<file path="src/rtl/mfe_pkg.sv">
// Shared types and constants for the 3x3 median filter scan sequencer.
// Tap tables list the window row-major, from (-1,-1) to (+1,+1).
package mfe_pkg;

  typedef enum logic [2:0] {
    IDLE,
    FETCH,
    WAIT,
    WRITE,
    FINISH
  } state_t;

  localparam int TAP_N = 9;
  localparam int TAP_DR [TAP_N] = '{-1, -1, -1,  0, 0, 0,  1, 1, 1};
  localparam int TAP_DC [TAP_N] = '{-1,  0,  1, -1, 0, 1, -1, 0, 1};

  localparam int LAST_PIXEL = 16383;

endpackage

</file>
<file path="src/rtl/mfe_tap_gen.sv">
// Maps (row, col, tap index) to an image address and a pad flag.
// Works on signed coordinates so an edge tap never wraps onto a neighbouring row.
module mfe_tap_gen
  import mfe_pkg::*;
#(
  parameter int COL_W  = 7,
  parameter int ROW_W  = 7,
  parameter int ADDR_W = ROW_W + COL_W
) (
  input  logic [ROW_W-1:0]  row_i,
  input  logic [COL_W-1:0]  col_i,
  input  logic [3:0]        tap_idx_i,
  output logic [ADDR_W-1:0] iaddr_o,
  output logic              pad_o
);

  int idx, tr, tc;

  always_comb begin
    idx = (int'(tap_idx_i) < TAP_N) ? int'(tap_idx_i) : 0;
    tr  = int'(row_i) + TAP_DR[idx];
    tc  = int'(col_i) + TAP_DC[idx];
    pad_o = (tr < 0) || (tr >= (1 << ROW_W)) || (tc < 0) || (tc >= (1 << COL_W));
    // A padded tap still reads a legal location; the sorter ignores its data.
    iaddr_o = pad_o ? {row_i, col_i} : {tr[ROW_W-1:0], tc[COL_W-1:0]};
  end

endmodule

</file>
<file path="src/rtl/mfe_scan_ctrl.sv">
// Raster-scan sequencer: issues 9 window taps per pixel, waits for the sorter,
// then writes the median to result RAM.
module mfe_scan_ctrl
  import mfe_pkg::*;
#(
  parameter int COL_W  = 7,
  parameter int ROW_W  = 7,
  parameter int ADDR_W = ROW_W + COL_W,
  parameter int DATA_W = 8
) (
  input  logic              clk,
  input  logic              reset,
  input  logic              ready,
  output logic              busy,
  output logic [ADDR_W-1:0] iaddr,
  output logic              tap_vld,
  output logic              tap_pad,
  output logic              win_first,
  output logic              win_last,
  input  logic              sort_done,
  input  logic [DATA_W-1:0] sort_data,
  output logic [ADDR_W-1:0] addr,
  output logic [DATA_W-1:0] data_wr,
  output logic              wen,
  output logic              done
);

  state_t              state_q, state_d;
  logic [ROW_W-1:0]    row_q;
  logic [COL_W-1:0]    col_q;
  logic [3:0]          tap_q;
  logic                wfirst_q;
  logic                tap_vld_q, tap_pad_q, win_first_q, win_last_q;
  logic [ADDR_W-1:0]   addr_q;
  logic [DATA_W-1:0]   data_q;
  logic                pad, fetch, last_tap, last_pix;

  mfe_tap_gen #(
    .COL_W  (COL_W),
    .ROW_W  (ROW_W),
    .ADDR_W (ADDR_W)
  ) u_tap (
    .row_i     (row_q),
    .col_i     (col_q),
    .tap_idx_i (tap_q),
    .iaddr_o   (iaddr),
    .pad_o     (pad)
  );

  assign fetch    = (state_q == FETCH);
  assign last_tap = (tap_q == 4'(TAP_N - 1));
  assign last_pix = &{row_q, col_q};

  always_comb begin
    state_d = state_q;
    busy    = 1'b0;
    wen     = 1'b0;
    done    = 1'b0;
    case (state_q)
      IDLE:   if (ready) state_d = FETCH;
      FETCH: begin
        busy = 1'b1;
        if (last_tap) state_d = WAIT;
      end
      // The first WAIT cycle still carries the last tap, so sort_done there is stale.
      WAIT: begin
        busy = 1'b1;
        if (sort_done && !wfirst_q) state_d = WRITE;
      end
      WRITE: begin
        busy    = 1'b1;
        wen     = 1'b1;
        state_d = last_pix ? FINISH : FETCH;
      end
      FINISH: begin
        done    = 1'b1;
        state_d = IDLE;
      end
      default: state_d = IDLE;
    endcase
  end

  always_ff @(posedge clk) begin
    if (reset) begin
      state_q     <= IDLE;
      row_q       <= '0;
      col_q       <= '0;
      tap_q       <= '0;
      wfirst_q    <= 1'b0;
      tap_vld_q   <= 1'b0;
      tap_pad_q   <= 1'b0;
      win_first_q <= 1'b0;
      win_last_q  <= 1'b0;
      addr_q      <= '0;
      data_q      <= '0;
    end else begin
      state_q  <= state_d;
      wfirst_q <= fetch && last_tap;
      if (fetch && !last_tap) tap_q <= tap_q + 4'd1;
      if (state_q == WRITE) begin
        tap_q <= '0;
        col_q <= col_q + 1'b1;
        if (&col_q) row_q <= row_q + 1'b1;
      end
      if (state_q == WAIT && state_d == WRITE) begin
        addr_q <= {row_q, col_q};
        data_q <= sort_data;
      end
      // One stage to line tap flags up with the ROM's registered read data.
      tap_vld_q   <= fetch;
      tap_pad_q   <= fetch && pad;
      win_first_q <= fetch && (tap_q == 4'd0);
      win_last_q  <= fetch && last_tap;
    end
  end

  assign tap_vld   = tap_vld_q;
  assign tap_pad   = tap_pad_q;
  assign win_first = win_first_q;
  assign win_last  = win_last_q;
  assign addr      = addr_q;
  assign data_wr   = data_q;

endmodule

</file>
<file path="config.mk">
export PLATFORM = sky130hd
export DESIGN_NAME = mfe_scan_ctrl
export DESIGN_NICKNAME = d
export VERILOG_FILES = /design/src/rtl/mfe_pkg.sv /design/src/rtl/mfe_tap_gen.sv /design/src/rtl/mfe_scan_ctrl.sv
export SDC_FILE = /design/constraint.sdc
export NUM_CORES = 1
export LEC_CHECK = 0
export CORE_MARGIN = 3
export CORE_UTILIZATION = 54
export DETAILED_ROUTE_END_ITERATION = 8
export GPL_TIMING_DRIVEN = 1
export PLACE_DENSITY = 0.84
export SLEW_MARGIN = 20
export SYNTH_ARGS = -nofsm -noshare
export SYNTH_HDL_FRONTEND = slang
export SYNTH_HIERARCHICAL = 1
export SYNTH_SLANG_ARGS = --single-unit
</file>
<file path="constraint.sdc">
create_clock -name clk -period 8.2 [get_ports clk]
set_clock_uncertainty 0.1 [all_clocks]
set_input_delay 1.64 -clock clk [delete_from_list [all_inputs] [get_ports clk]]
set_output_delay 1.64 -clock clk [all_outputs]
set_load 0.02 [all_outputs]
</file>
# Word-level counts from Yosys, hierarchy flattened
# Memory sizes are Yosys's and may differ from the RTL's.
# Index checks and enable logic that the tools add are counted.
# Widths: inputs -> output; s select.
# word_totals
regBits	47
mem_bits_ro	1024
inputBits	12
out_inout_bits	43
word_cells	61
mem_count	2
# memory_table
name	words	width	rd	rd_ports_with_merged_regs	write_ports	line_no	text
(no name shown)	16	32	1	0	0	mfe_tap_gen.sv:21	tr = int'(row_i) + TAP_DR[idx];
(no name shown)	16	32	1	0	0	mfe_tap_gen.sv:22	tc = int'(col_i) + TAP_DC[idx];
# classes
n_addsub	5
n_lt_le_gt_ge	6
eq_ne	6
n_mux	14
bitwise_logic	1
reduce_logical	17
# ops
cell	count
$mux 32	4
$add 8x32->32	2
$ge 32x9->1 const B	2
$lt 32x1->1 const B	2
$ge 32x5->1 const B	1
$not 32->32	1
$add 7x1->7 const B	2
$mux 14	1
$reduce_and 14->1	1
$mux 3	4
$pmux 3 s4	1
$eq 3x2->1 const B	3
$reduce_and 8->1	1
$logic_and 1x1->1	6
$add 4x1->4 const B	1
$eq 4x4->1 const B	1
$logic_not 4->1	1
$lt 4x4->1 const B	1
$mux 4	1
$eq 3x1->1 const B	1
$eq 3x3->1 const B	1
$logic_not 3->1	1
$logic_or 1x1->1	3
$mux 1	3
3 further kinds	4

# Longest topological paths before layout
# Gate-level depths: netlist of run 1.
# depth
word_depth	12
depth_mapped	22
mapped_depth_nobuf	22

# By module
# Netlist of run 1, hierarchy kept.
# modules_own_cells
mod	n_inst	cells_per_inst	area_each_um2	seq_area_each_um2
mfe_scan_ctrl	1	217	1840.5	940.9
mfe_tap_gen	1	162	1357.6	0.0

# Least setup slack after synthesis of run 1
# Ideal clock, no wire load.
# synth_path
path_type	reg2out
start	reg tap_q[3]
end	out iaddr[1]
arrival_ns	5.369
required_ns	6.460
slack_ns	1.091
path_stages_with_launch	21
n_path_buf	0
cell_sequence	dfxtp_1 nand2b_1 inv_1 ha_1 inv_1 a2111oi_4 inv_1 fa_1 nor2b_1 o31a_1 nand2_1 nand2_1 a21oi_1 nand2b_1 ha_1 and4b_1 nand4_1 or4_1 a211o_4 nor2_8 mux2i_1
# synth_via
elab_chain_len	12
word_cells_on_any_way	19
classes_between	add/sub: 2; order compare: 5; mux: 6; bitwise: 1; reduce/logical: 3; memory: 2
# synth_rtl
item	line_no	text
start, declared	mfe_scan_ctrl.sv:31	logic [3:0] tap_q;
start signal, assigned	mfe_scan_ctrl.sv:99	if (fetch && !last_tap) tap_q <= tap_q + 4'd1;
$lt 4x4->1	mfe_tap_gen.sv:20	idx = (int'(tap_idx_i) < TAP_N) ? int'(tap_idx_i) : 0;
$mux 4 (*)	mfe_tap_gen.sv:20	
$not 32->32 (implied by the code) (*)	mfe_tap_gen.sv:21, mfe_tap_gen.sv:22	
$mem_v2 16x32	n/a	
$mux 32 (implied by the code) (2 in a row)	mfe_tap_gen.sv:21	
$add 8x32->32	mfe_tap_gen.sv:21	
$lt 32x1->1 / $ge 32x9->1 (equally long branches)	mfe_tap_gen.sv:23	pad_o = (tr < 0) || (tr >= (1 << ROW_W)) || (tc < 0) || (tc >= (1 << COL_W));
$logic_or 1x1->1 (3 in a row)	mfe_tap_gen.sv:23	
$mux 14 (*)	mfe_tap_gen.sv:25	iaddr_o = pad_o ? {row_i, col_i} : {tr[ROW_W-1:0], tc[COL_W-1:0]};
end, declared	mfe_scan_ctrl.sv:15	output logic [ADDR_W-1:0] iaddr,
# Mark *: on every way between the ends. The rest lies on a longest branch, timed or not. The select of a mux whose other input is x is not followed.

# Worst setup path in the final report of run 1
# layout_path
start	reg tap_q[3]
end	out iaddr[2]
# Same word-level chain as after synthesis.

==> key figures, run 1 <==
Finish
  • Antenna diode count: 0
  • Finished Core Util: 68.7%
  • Layout cell share with drive strength beyond 1: 7.01%
  • Area grow syn2layout: 20.5%
  • Fillers: 471
  • Number of nets in the layout: 475

Min path
  • Worst hold path type: reg -> reg

Yosys
  • Post-synthesis simple-gate area fraction: 27.0%
  • Synth top area share: 29.4%
  • Post-synth EDFFs: 0
  • Cell variety after synth: 54
  • Mean Syn Cell Area: 8.44 µm²
  • Seq cells post-synth: 47
  • Post-synthesis xor/xnor area fraction: 4.66%
  • Fraction of the mapped netlist area in adder cells: 13.9%
  • Synthesized cell area: 3200 µm²
  • Gate Count Post-Synth: 379
  • Async SR Flop Fraction: 0%
  • Post-synthesis compound-gate area fraction: 16.4%
  • Synth warnings: 6
  • Ys flop type: dfxtp_1
  • Syn Nets: 426
  • Top post-synthesis cells by area: dfxtp_1 (29%), ha_1 (13%), nand2_1 (7.7%), a21oi_1 (6.1%), mux2_4 (3.3%)
  • Top cell type by total area after synthesis: dfxtp_1
  • Mux share of post-synthesis cell area: 4.23%
  • Main combinational cell family by area after synthesis: simple AND/OR/NAND/NOR gates
  • Sequential area share after synthesis: 29.4%

STA
  • Setup_tns: 0 ns
  • Worst-margin pin slew: 0.800 ns
  • Hold Fails Final Rpt: 0
  • Rel. slew slack: 46.5%
  • Endpoints failing setup: 0
  • Final Slew Violations: 0
  • Fmax: 129 MHz
  • Tcrit/Tclk final: 94.7%
  • Period minus WS final: 7.77 ns
  • RSZ-0062 raised after global routing: no

Setup path
  • CP Capture Type: output port
  • Critical path arrival: 6.03 ns
  • Required @ worst endpoint: 6.46 ns
  • Crit-path max FO: 11
  • Startpoint Class: flip-flop
  • CP Class: reg -> out

Global route
  • GR Layer Usage met3: 3.37%
  • First-pass GRT wire length: 12,200 µm
  • Vias in the first global route: 2,710
  • Gr usage total: 20.7%
  • Grt total ovfl: 0
  • Initial antenna violation count: 0
  • GR Util met1: 25.3%
  • GRT busiest layer: met2
  • Largest net degree at the start of global routing: 42
  • Met2 Use GR: 37.3%

Placed design
  • Port Buffers: 54
  • Final Wtd Congestion: 0.867
  • Final HPWL DP: 5160 µm

Clocking
  • CTS Buf Count: 5
  • Worst-skew pair later-pin latency: 0.29 ns
  • TritonCTS clock tree: built
  • Clk slew on worst S/H paths: 0.08 ns
  • CTS resizes: 0
  • CTS sink cnt: 47
  • CTS Buffer Depth: 2
  • Root Driver: clkbuf_8
  • CTS H-tree depth: 2
  • Total setup buffers inserted after CTS: 0
  • Hold_buf cts: 0

Power and ir drop
  • Lkg Pwr: 1.49 nW
  • VDD IR max: 0.136 mV
  • Pwr Density: 118 nW/µm²

Detailed routing
  • Vias/cell: 5.72
  • Pre-Repair DR Iteration Count: 4
  • DR WL/cell: 13.8 µm
  • DRC: 0
  • Via count: 2,862
  • Post-Route WL: 6910 µm
  • Drt first-iter violations: 153
  • Number of routed nets with antenna violations: 0

Floorplan
  • Die area: 6880 µm²
  • Initial Util: 57.0%
  • IO Pins: 55
  • FP Rows: 27
  • Core area: 5610 µm²
  • Die Ht: 83.0 µm
  • Die width: 83.0 µm

Run status
  • Status: finished, final reports clean

Run
  • Max-cap viol count: 0
routing by layer:
metal  vias up  part of all wire [%]
li1       1439                     -
met1      1370                    45
met2        43                    50
met3        10                   3.3
met4         0                   1.4
met5         -                     0
kinds of logic (layout without fill, tap and decap cells):
logic type                 count (synthesis)  count (layout)
adders and majority gates                 35              35
DFF                                       47              47
xor gates and xnor gates                  17              17
muxes                                     10              10
AOI/OAI and AO/OA                         76              76
buffers and inverters                     31              80
and+or+nand+nor                          163             163
sequential cells by signal, summed over array words and instances, names as in the netlist, 3 cells and up:
name	flops
tap_q	4
data_wr	8
addr	14
state_q	3
col_q	7
row_q	7
worst max-delay path: stages (launching register included):
cell             delay, ns
dfxtp_1               0.57
nand2b_1              0.19
inv_1                 0.06
ha_1                  0.29
inv_1                 0.08
a2111oi_4             0.45
inv_1                 0.11
fa_1                  0.44
nor2b_1               0.19
o31a_1                0.23
nand2_1               0.08
nand2_1               0.15
a21oi_1               0.12
nand2b_1              0.16
ha_1                  0.17
and4b_1               0.24
nand4_1               0.09
or4_1                 0.55
a211o_4               0.38
nor2_8                0.28
mux2_4                0.33
clkdlybuf4s50_1       0.55
cell usage after synthesis, drive strengths merged, types with 2 or more instances:
library cell / n
nor4b: 2
a211o: 2
clkbuf: 9
a21oi: 39
nand4: 12
mux2: 7
nand3b: 2
mux2i: 3
o21ai: 12
nand3: 6
and3: 2
and2: 2
o31a: 2
nor4: 5
or4: 5
o21a: 3
inv: 17
xor2: 11
nor2: 28
o31ai: 2
nand2: 66
nor3: 7
ha: 34
a221o: 2
buf: 5
a22oi: 2
dfxtp: 47
or3: 8
nand2b: 4
a211oi: 6
nand4b: 2
nor2b: 4
nor3b: 5
xnor2: 6
path summary, 6_finish.rpt:
| check | slack, ns | depth (start not counted) | end | startpoint |
|---|---|---|---|---|
| min | 0.36 | 2 | addr[0] | addr[0] |
| max reg2reg | 2.93 | 21 | tap_pad | tap_q[3] |
| max | 0.43 | 21 | iaddr[2] | tap_q[3] |
| min reg2reg | 0.36 | 2 | addr[0] | addr[0] |
layout make-up:
class	count	area, µm²	share of cell area [%]
clock buffer	6	82.6	2.14
clock inverter	1	5.00	0.130
inverter	17	63.8	1.66
multi-input combinational	301	2120	54.9
sequential	47	941	24.4
tap	72	90.1	2.34
timing repair buffer	56	556	14.4
power breakdown:
part	internal (mW)	switching, mW	leakage, nW	total [mW]
Clock	0.0662	0.0719	0.0470	0.138
Combinational	0.0354	0.0474	1.06	0.0828
Sequential	0.230	0.00299	0.379	0.233
layout by cell type, fill, tap and decap left out, drive strengths merged, types with 7 or more instances in the layout:
master	synthesis	layout
a21oi	39	39
nand4	12	12
dfxtp	47	47
inv	17	17
mux2	7	7
or3	8	8
nand2	66	66
ha	34	34
nor2	28	28
clkdlybuf4s50	0	54
xor2	11	11
nor3	7	7
o21ai	12	12
through the flow:
| stage | total power, mW | hold slack (ns) | worst slack (ns) | std cells | instance area [µm²] |
|---|---|---|---|---|---|
| 2_1_floorplan | 0.298 | 0.384 | 1.09 | 379 | 3200 |
| 3_3_place_gp | 0.319 | 0.343 | 0.975 | 493 | 3770 |
| 3_5_place_dp | 0.321 | 0.346 | 0.792 | 493 | 3770 |
| 4_1_cts | 0.458 | 0.357 | 0.457 | 500 | 3850 |
| 5_1_grt | 0.478 | 0.366 | 0.0566 | 500 | 3850 |
| 6_report | 0.454 | 0.355 | 0.431 | 500 | 3850 |
Power figures use the tool's default switching activity.
==> inputs of run 2 (changes only) <==
--- a/config.mk
+++ b/config.mk
@@ -10,7 +10,7 @@
 export DETAILED_ROUTE_END_ITERATION = 8
 export GPL_TIMING_DRIVEN = 1
 export PLACE_DENSITY = 0.84
-export SLEW_MARGIN = 20
+export SLEW_MARGIN = 40
 export SYNTH_ARGS = -nofsm -noshare
 export SYNTH_HDL_FRONTEND = slang
 export SYNTH_HIERARCHICAL = 1
==> run 2 against run 1 <==
First-iteration DRC count shrank 16%. Fmax about the same. Sequential power barely moved. Combinational power is essentially flat. Largest power group unchanged. Highest routed layer unchanged. Total power barely moved. Die area stayed put. Critical endpoint unchanged. Sequential share of layout area is essentially flat. Global-route usage stayed put.
==> key figures, run 2 (synthesis gave the netlist of run 1 again) <==
Run status
  • Status: finished, final reports clean

Clocking
  • Total setup buffers inserted after CTS: 0
  • CTS H-tree depth: 2
  • CTS Buffer Depth: 2
  • CTS resizes: 0
  • Worst-skew pair later-pin latency: 0.29 ns
  • TritonCTS clock tree: built
  • CTS Buf Count: 5
  • CTS sink cnt: 47
  • Clk slew on worst S/H paths: 0.08 ns
  • Hold_buf cts: 0
  • Root Driver: clkbuf_8

Finish
  • Area grow syn2layout: 20.7%
  • Finished Core Util: 68.8%
  • Commonest non-fill, non-tap cell in the layout: nand2_1
  • Max reg flops: 14
  • Number of nets in the layout: 475
  • Antenna diode count: 0
  • Fillers: 471
  • Non-Filler Instances: 500
  • Most frequent cells in the layout: nand2_1 (66), clkdlybuf4s50_1 (54), dfxtp_1 (47), a21oi_1 (39), ha_1 (34)
  • Layout cell share with drive strength beyond 1: 7.24%

STA
  • Worst-margin pin slew: 0.791 ns
  • Rel. slew slack: 47.2%
  • Setup_tns: 0 ns
  • Fmax: 129 MHz
  • Tcrit/Tclk final: 94.7%
  • Final Slew Violations: 0
  • Period minus WS final: 7.76 ns
  • RSZ-0062 raised after global routing: no
  • Hold Fails Final Rpt: 0
  • Endpoints failing setup: 0

Global route
  • Grt total ovfl: 0
  • Vias in the first global route: 2,710
  • Initial antenna violation count: 0
  • Gr usage total: 20.7%
  • Largest net degree at the start of global routing: 42
  • First-pass GRT wire length: 12,200 µm

Floorplan
  • IO Pins: 55
  • Die Ht: 83.0 µm
  • Initial Util: 57.0%
  • Core area: 5610 µm²
  • Die area: 6880 µm²
  • FP Rows: 27
  • Die width: 83.0 µm

Power and ir drop
  • Pwr Density: 118 nW/µm²
  • VDD IR max: 0.136 mV
  • Tot Pwr: 0.454 mW
  • Lkg Pwr: 1.49 nW

Detailed routing
  • Number of routed nets with antenna violations: 0
  • Pre-Repair DR Iteration Count: 4
  • Drt first-iter violations: 129
  • DR WL/cell: 13.8 µm
  • Via count: 2,864
  • DRC: 0
  • Post-Route WL: 6880 µm
  • Vias/cell: 5.73

Min path
  • Worst hold path type: reg -> reg

Setup path
  • CP Capture Type: output port
  • Required @ worst endpoint: 6.46 ns
  • CP Class: reg -> out
  • Crit-path max FO: 11
  • Startpoint Class: flip-flop
  • Critical path arrival: 6.02 ns

Run
  • Max-cap viol count: 0

Placed design
  • Final Wtd Congestion: 0.867
  • Port Buffers: 54
  • Cells after DPL: 493
  • Final HPWL DP: 5160 µm
==> run 2: cell counts in the layout (fill, tap and decap cells not counted) <==
No cell type changed its count.
==> run 2: layout make-up <==
cell class,count,area (µm²),share of cell area (%)
tap,72,90.1,2.33
sequential,47,941,24.4
timing repair buffer,56,556,14.4
clock inverter,1,5.00,0.130
inverter,17,63.8,1.65
multi-input combinational,301,2120,55.0
clock buffer,6,82.6,2.14
==> run 2: worst paths after layout <==
| path | start | to | slack (ns) | depth (start not counted) |
|---|---|---|---|---|
| worst max-delay path | tap_q[3] | iaddr[2] | 0.44 | 21 |
| worst min-delay path | addr[0] | addr[0] | 0.36 | 2 |
| worst max register to register | tap_q[3] | tap_pad | 2.93 | 21 |
| worst min register to register | addr[0] | addr[0] | 0.36 | 2 |
==> run 2: per-layer routing <==
| layer | wire length (µm) | track usage [%] |
|---|---|---|
| met5 | 0 | 0 |
| met2 | 3490 | 37.3 |
| met4 | 97 | 5.65 |
| met3 | 236 | 3.37 |
| met1 | 3060 | 25.3 |
==> run 2: stage by stage <==
stage | cell area, µm² | setup WS [ns] | hold WS (ns)
floorplan | 3200 | 1.09 | 0.384
global placement | 3770 | 0.975 | 0.343
detailed placement | 3770 | 0.792 | 0.346
CTS | 3850 | 0.457 | 0.357
global route | 3860 | 0.0566 | 0.366
finish | 3860 | 0.435 | 0.355
==> run 2: power breakdown <==
| group | total [mW] | switching [mW] | internal, mW |
|---|---|---|---|
| clock | 0.138 | 0.0718 | 0.0662 |
| combinational | 0.0826 | 0.0472 | 0.0354 |
| sequential | 0.233 | 0.00298 | 0.230 |
| total | 0.454 | 0.122 | 0.332 |
==> run 2: worst max-delay path, stage by stage (launching register included) <==
cell and delay, ns:
dfxtp_1 0.57, nand2b_1 0.19, inv_1 0.06, ha_1 0.30, inv_1 0.08, a2111oi_4 0.44
inv_1 0.11, fa_1 0.44, nor2b_1 0.19, o31a_1 0.23, nand2_1 0.08, nand2_1 0.16
a21oi_1 0.12, nand2b_1 0.16, ha_1 0.17, and4b_1 0.24, nand4_1 0.09, or4_1 0.55
a211o_4 0.38, nor2_8 0.28, mux2_4 0.33, clkdlybuf4s50_1 0.55
